File: src/rtl/fd_reg_pingpong.sv
// Double-buffered FAST candidate register file: loader fills bank wb while the core reads bank rb.
// Each set is a reference pixel plus N_ADJ circle pixels, with a threshold latched when the set closes.
module fd_reg_pingpong #(
  parameter int PIX_W         = 8,
  parameter int N_ADJ         = 16,
  parameter int ADDR_W        = 5,
  parameter int THRES_DEFAULT = 30
) (
  input  logic                   clock,
  input  logic                   reset,
  input  logic                   wrEn,
  input  logic [ADDR_W-1:0]      regAddr,
  input  logic [PIX_W-1:0]       sramData,
  input  logic                   loadDone,
  input  logic                   thresWe,
  input  logic [PIX_W-1:0]       thresIn,
  output logic                   loadReady,
  output logic                   outValid,
  input  logic                   outReady,
  output logic [PIX_W-1:0]       refPixel,
  output logic [N_ADJ*PIX_W-1:0] adjPixel,
  output logic [PIX_W-1:0]       thres,
  output logic [1:0]             bankCount,
  output logic                   loadErr
);

  localparam int                N_ENT    = N_ADJ + 1;
  localparam logic [ADDR_W-1:0] MAX_ADDR = ADDR_W'(N_ADJ);
  localparam logic [PIX_W-1:0]  THR_RST  = PIX_W'(THRES_DEFAULT);

  logic [PIX_W-1:0] pix [2][N_ENT];
  logic [N_ADJ:0]   mask [2];
  logic [PIX_W-1:0] thr_bank [2];
  logic [PIX_W-1:0] thr_pend;
  logic [1:0]       full;
  logic             wb;
  logic             rb;
  logic             err;

  logic             addr_ok;
  logic             wr_ok;
  logic [N_ADJ:0]   wr_bit;
  logic [N_ADJ:0]   mask_next;
  logic             close_ok;
  logic             consume;
  logic [PIX_W-1:0] thr_cap;
  logic             proto_err;

  assign loadReady = ~full[wb];
  assign outValid  = full[rb];
  assign bankCount = {1'b0, full[0]} + {1'b0, full[1]};
  assign loadErr   = err;

  assign addr_ok   = (regAddr <= MAX_ADDR);
  assign wr_ok     = wrEn && loadReady && addr_ok;
  assign wr_bit    = wr_ok ? (N_ENT'(1) << regAddr) : '0;
  // A write landing in the same cycle as loadDone counts toward completeness.
  assign mask_next = mask[wb] | wr_bit;
  assign close_ok  = loadDone && loadReady && (&mask_next);
  assign consume   = outValid && outReady;
  assign thr_cap   = thresWe ? thresIn : thr_pend;
  assign proto_err = (wrEn && !(loadReady && addr_ok)) || (loadDone && !close_ok);

  always_ff @(posedge clock) begin
    if (reset) begin
      for (int b = 0; b < 2; b++) begin
        for (int e = 0; e < N_ENT; e++) pix[b][e] <= '0;
        mask[b]     <= '0;
        thr_bank[b] <= THR_RST;
      end
      thr_pend <= THR_RST;
      full     <= 2'b00;
      wb       <= 1'b0;
      rb       <= 1'b0;
      err      <= 1'b0;
    end else begin
      if (wr_ok) pix[wb][regAddr] <= sramData;

      if (close_ok) begin
        full[wb]     <= 1'b1;
        mask[wb]     <= '0;
        thr_bank[wb] <= thr_cap;
        wb           <= ~wb;
      end else if (wr_ok) begin
        mask[wb] <= mask_next;
      end

      // close needs full[wb]==0 and consume needs full[rb]==1, so they never hit the same bank
      if (consume) begin
        full[rb] <= 1'b0;
        rb       <= ~rb;
      end

      if (thresWe)   thr_pend <= thresIn;
      if (proto_err) err      <= 1'b1;
    end
  end

  always_comb begin
    refPixel = '0;
    adjPixel = '0;
    thres    = '0;
    if (outValid) begin
      refPixel = pix[rb][0];
      thres    = thr_bank[rb];
      for (int k = 1; k <= N_ADJ; k++) adjPixel[(N_ADJ-k)*PIX_W +: PIX_W] = pix[rb][k];
    end
  end

endmodule

File: config.mk
export PLATFORM = sky130hd
export DESIGN_NAME = fd_reg_pingpong
export DESIGN_NICKNAME = d
export VERILOG_FILES = /design/src/rtl/fd_reg_pingpong.sv
export SDC_FILE = /design/constraint.sdc
export NUM_CORES = 1
export LEC_CHECK = 0
export BUFFER_PORTS_ARGS = -buffer_cell sky130_fd_sc_hd__buf_2
export CAP_MARGIN = 5
export CORE_MARGIN = 4
export CORE_UTILIZATION = 55
export DETAILED_ROUTE_END_ITERATION = 8
export MAX_ROUTING_LAYER = met4
export PLACE_DENSITY = 0.76
export SLEW_MARGIN = 20
export SYNTH_ARGS = -nofsm -noshare
export SYNTH_HDL_FRONTEND = slang
export SYNTH_SLANG_ARGS = --single-unit
File: constraint.sdc
create_clock -name clock -period 6.3 [get_ports clock]
set_input_delay 0.63 -clock clock [delete_from_list [all_inputs] [get_ports clock]]
set_output_delay 0.63 -clock clock [all_outputs]
set_load 0.02 [all_outputs]
==> metrics.txt, run 1 <==
type of the tightest min-delay check=input port to flip-flop; fraction of synthesized cell area in xor and xnor cells=0%; final count of negative-setup-slack endpoints=0; share of post-route cells with drive strength above 1=22.8%; crit path time final=3990 ps; depth of the most critical reg-to-reg path=8; r2r startpoint=full[0]; top achievable clock speed=251 MHz; top area cells in the synthesized netlist=edfxtp_1 (64%), mux2i_1 (10%), and2_1 (4.7%), nor2_1 (4.3%), dfxtp_1 (2.0%); cell type contributing the most total cell area after synthesis=edfxtp_1; area of all sequential standard cells=0.00997 mm²; post-synthesis compound-gate area fraction=3.95%; cell with the most instances after synthesis=edfxtp_1; fraction of synthesized area in multiplexers=10.5%; Antenna Violating Nets Remaining=0; GR Util All Layers=24.5%; number of rows created at floorplan=60; Initial Util=55.9%; arrival time reported for the critical path endpoint=4200 ps; Core ar.=0.0270 mm²; flip-flop cell with the highest count after synthesis=edfxtp_1; post-synthesis cell count=1132; count of port buffers added during placement=175; total DRC errors in the routed layout=0; Chip Height=174 µm; Setup Fix Bufs, Post-CTS=0; drt first-iter violations=971; CTS Root Cell=clkbuf_16; run status=finished, final reports clean; CP Cell Sequence=mux2_4, inv_2, and2_1, a221oi_1, a2111oi_2, a21boi_0, o21bai_1, buf_4; critical path depth=8; total count of hold-check failures in the final report=0; power density over the cells=266 mW/mm²; Bufs and invs on worst path=2; Commonest cells post-synth=edfxtp_1 (322), nor2_1 (171), mux2i_1 (154); x dimension of the die=174 µm; simple-gate portion of the synthesized area=16.7%; largest incremental delay on the critical path=760 ps; worst-case headroom to the max-slew limit=23.9%; Slew Viols, Final=0; Post-Synthesis Mean Instance Area=13.3 µm²; maximum number of pins on one net before global-route repair=102; Max-Cap Viols=0; clock latency reported for the late side of the worst-skew pair=510 ps; clk sink count=337; share of synthesized area occupied by flip-flops and latches=66.1%; CTS buffer count=34; synth unique cells=60; CTS Hold Buffers Added=0; Least-Margin Pin Slew=1140 ps; setup_tns=0 ps; endpoint kind of the worst setup timing path=flip-flop; number of warnings issued by yosys=0; Via density=5.85; netlist area before placement=0.0151 mm²; hold_sp=thresIn[4]; global-route wire length before repair=55700 µm; kind of critical path=flip-flop to flip-flop; Max VDD drop=191 µV; Startpoint Class=flip-flop; Final Util=63.8%; deepest level of the CTS H-tree=2; Max Clock Skew=15.8 ps; top-level I/O count=176; vias after detailed routing=9595; GR Overflow Total=0; slack of the worst reg-to-reg path=2310 ps; worst-case clock buffer depth=3; area overhead of the layout relative to synthesis=14.1%; maximum fanout count along the critical path=17; final net count=1306; number of enable-type register cells in the synthesized netlist=322; Final Cycle Share=63.3%; number of search-and-repair iterations in the first detailed-routing pass=5; total die area=0.0301 mm²; Final GP Congestion=0.926; total of fill cells in the finished design=2005; cell family with the largest share of critical-path delay=compound AO/OA/AOI/OAI gates; area share of the leading cell type in the synthesized netlist=64.1%; endpoint of the worst register-to-register path=mask[1][2]; WHS=372 ps; largest family of logic cells by synthesized area=simple AND/OR/NAND/NOR gates; syn_nets=1160; sink of the worst hold path=thr_pend[4]; combined area of the multi-input logic cells=0.00480 mm²; total of flip-flops plus latches after synthesis=337; final WL=36500 µm; post-detail-place hpwl=23000 µm; via count of the first global-routing pass=9424; RSZ-0062 raised after global routing=no; required time of the critical path=6510 ps; Worst Hold Path Cells=3; total power=4580 µW; register clock-pin slew on the reported worst setup and hold paths=60 ps; Post-Synth Adder-Cell Area=0.0830%; diode count=0; count of instances resized after the clock tree is built=0; mean routed wirelength per cell=22.3 µm; clock tree from TritonCTS=yes; Critical Path Slowest Stage Cell=o21bai_1; static power due to leakage=0.00634 µW; antenna violations before repair=0; share of flip-flops with an asynchronous set or reset=0%
==> worst reg2reg max path: cells and delay by family, from the launching register on <==
family | cells | cell delay (ps)
compound gates | 4 | 1900
simple gates | 1 | 640
buf+inv | 2 | 450
flops | 1 | 380
mux | 1 | 320
==> state kept, by name, summed over array words and instances (netlist names), named ones only <==
register	cells
pix	272
rb	1
full	2
thr_bank	16
wb	1
thr_pend	8
mask	34
loadErr	1
==> final cells by class <==
class,instances,area share (%)
well taps,341,2.48
multi-input cells,707,27.9
repair buffers,190,5.82
flip-flops and latches,337,58.0
inverters,8,0.175
clock buffers,40,5.08
clock inverters,18,0.582
==> through the flow <==
step	area [µm²]	setup slack, ps	cells
after floorplan	15100	2770	1132
after global placement	16200	2120	1583
after detailed placement	16200	1850	1583
after CTS	17200	2360	1641
after global routing	17200	2100	1641
final	17200	2310	1641
==> placed cells by master, fill, tap and decap left out, types with 10 or more instances in the layout <==
master / count
a21oi_1: 10
nor2_1: 171
mux2i_1: 153
nand3_1: 15
dfxtp_1: 14
nor2b_1: 17
nor3_1: 51
buf_4: 14
nand2_1: 23
and3_1: 22
buf_2: 175
clkbuf_16: 34
and2_1: 114
or2_2: 14
edfxtp_1: 322
==> layer usage <==
| metal | global-route usage [%] | vias up | routed length (µm) |
|---|---|---|---|
| met1 | 32.2 | 4688 | 15000 |
| met3 | 4.03 | 76 | 2730 |
| li1 | - | 4410 | - |
| met4 | 6.78 | 0 | 971 |
| met2 | 40.0 | 421 | 17800 |
| met5 | - | - | 0 |
==> report_power, final <==
group          switching, µW  internal, µW
clock                    812           994
combinational            148          54.1
sequential              27.5          2540
total                    988          3590
==> worst max path at each step <==
stage | slack, ps | to | start
finish | 2310 | mask[1][2] | full[0]
floorplan | 2770 | mask[0][0] | regAddr[1]
global placement | 2120 | mask[1][2] | regAddr[4]
CTS | 2360 | mask[1][3] | regAddr[4]
global route | 2100 | mask[1][2] | full[0]
detailed placement | 1850 | mask[1][3] | regAddr[4]
==> cell families after synthesis <==
family,after synthesis
compound gates,72
flops,337
simple gates,477
fa+ha+maj,1
buf+inv,88
mux,157
Power figures use the tool's default switching activity.
==> inputs of run 2 (changes only) <==
--- a/config.mk
+++ b/config.mk
@@ -8,7 +8,7 @@
 export BUFFER_PORTS_ARGS = -buffer_cell sky130_fd_sc_hd__buf_2
 export CAP_MARGIN = 5
 export CORE_MARGIN = 4
-export CORE_UTILIZATION = 55
+export CORE_UTILIZATION = 53
 export DETAILED_ROUTE_END_ITERATION = 8
 export MAX_ROUTING_LAYER = met4
 export PLACE_DENSITY = 0.76
==> constraint.sdc (replaced) <==
create_clock -name clock -period 3.5 [get_ports clock]
set_input_delay 0.35 -clock clock [delete_from_list [all_inputs] [get_ports clock]]
set_output_delay 0.35 -clock clock [all_outputs]
set_load 0.02 [all_outputs]
==> run 2 against run 1 <==
First-iteration DRC count increased by 34%. Clock-buffer cell count stayed put. Via count increased by 2.6%. Clock skew is 1.1 ps lower. Sequential power grew 80%. Cell area up 2.8%. Clock power rose by 100%. Total power up 89%. Critical path type unchanged.
==> metrics.txt, run 2 (synthesis gave the netlist of run 1 again) <==
largest registers=pix x272, mask x34, thr_bank x16; GR Util All Layers=24.4%; worst slack after detailed placement=310 ps; total die area=0.0312 mm²; number of search-and-repair iterations in the first detailed-routing pass=5; Max-Cap Viols=0; type of the tightest min-delay check=input port to flip-flop; Max Clock Skew=14.7 ps; total count of hold-check failures in the final report=0; Final GP Congestion=0.929; count of port buffers added during placement=175; mean routed wirelength per cell=21.9 µm; share of post-route cells with drive strength above 1=24.1%; clock tree from TritonCTS=yes; Final Cycle Share=87.7%; most frequent cells in the layout=edfxtp_1 (322), buf_2 (175), nor2_1 (171), mux2i_1 (153), and2_1 (114); most common library cell in the layout ignoring fill and taps=edfxtp_1; power density over the cells=490 mW/mm²; max reg flops=272; diode count=0; final count of negative-setup-slack endpoints=0; Initial Util=54.0%; setup_tns=0 ps; final WL=37500 µm; worst path setup slack after routing=429 ps; run status=finished, final reports clean; total instance count after detailed placement=1655; via count of the first global-routing pass=9334; number of rows created at floorplan=61; Slew Viols, Final=0; top-level I/O count=176; static power due to leakage=0.00658 µW; global-route wire length before repair=56400 µm; total DRC errors in the routed layout=0; Via density=5.75; count of instances resized after the clock tree is built=0; kind of critical path=flip-flop to flip-flop; Setup Fix Bufs, Post-CTS=0; CTS Hold Buffers Added=0; GR Overflow Total=0; clk sink count=337; CTS buffer count=34; number of non-filler instances in the completed layout=1713; CTS Root Cell=clkbuf_16; WHS=86.1 ps; top achievable clock speed=326 MHz; clock latency reported for the late side of the worst-skew pair=510 ps; Max VDD drop=265 µV; largest register by flop count=pix; maximum fanout count along the critical path=27; x dimension of the die=177 µm; deepest level of the CTS H-tree=2; Startpoint Class=flip-flop; antenna violations before repair=0; vias after detailed routing=9844; arrival time reported for the critical path endpoint=3290 ps; endpoint kind of the worst setup timing path=flip-flop; final net count=1341; Least-Margin Pin Slew=804 ps; Antenna Violating Nets Remaining=0; worst-case headroom to the max-slew limit=45.3%; required time of the critical path=3720 ps; register clock-pin slew on the reported worst setup and hold paths=60 ps; worst-case clock buffer depth=3; drt first-iter violations=1297; crit path time final=3070 ps; Chip Height=177 µm; area overhead of the layout relative to synthesis=17.4%; post-detail-place hpwl=23500 µm; Core ar.=0.0279 mm²; RSZ-0062 raised after global routing=no; maximum number of pins on one net before global-route repair=67
run 2: per-layer routing:
layer	global-route usage, %	part of all wire [%]
met4	6.83	2.3
met3	4.04	9.9
met2	38.3	48
met1	33.6	40
met5	-	0
run 2: worst max-delay path, stage by stage, from the launching register on:
cell	delay [ps]
dfxtp_1	380
mux2_4	320
or3_1	410
o311ai_2	320
a211oi_4	120
buf_12	200
nand2b_1	500
o21bai_1	300
buf_4	210
run 2: where the power goes:
group / total [µW] / internal (µW) / switching, µW
Sequential: 4630 / 4580 / 51.0
Clock: 3660 / 2190 / 1470
Combinational: 388 / 113 / 275
Total: 8680 / 6880 / 1790
run 2: through the flow:
step	area [µm²]	total power, µW	util, %
final	17700	8680	63.3
after global routing	17700	8920	63.3
after CTS	17700	8700	63.3
after detailed placement	16600	5090	59.4
after global placement	16600	5080	59.4
after floorplan	15100	4920	-
run 2: path summary, 6_finish.rpt:
| check | startpoint | endpoint | slack [ps] | depth (start not counted) |
|---|---|---|---|---|
| max | full[0] | pix[1][67] | 430 | 8 |
| min | thresIn[1] | thr_pend[1] | 90 | 3 |
| max reg2reg | full[0] | pix[1][67] | 430 | 8 |
| min reg2reg | loadErr | loadErr | 510 | 2 |
run 2: final cells by class:
class	count	area, µm²
Sequential cell	337	9970
Inverter	8	30.0
Clock buffer	40	895
Clock inverter	18	213
Fill cell	2099	10200
Timing Repair Buffer	225	1360
Multi-Input combinational cell	707	4750
Tap cell	378	473
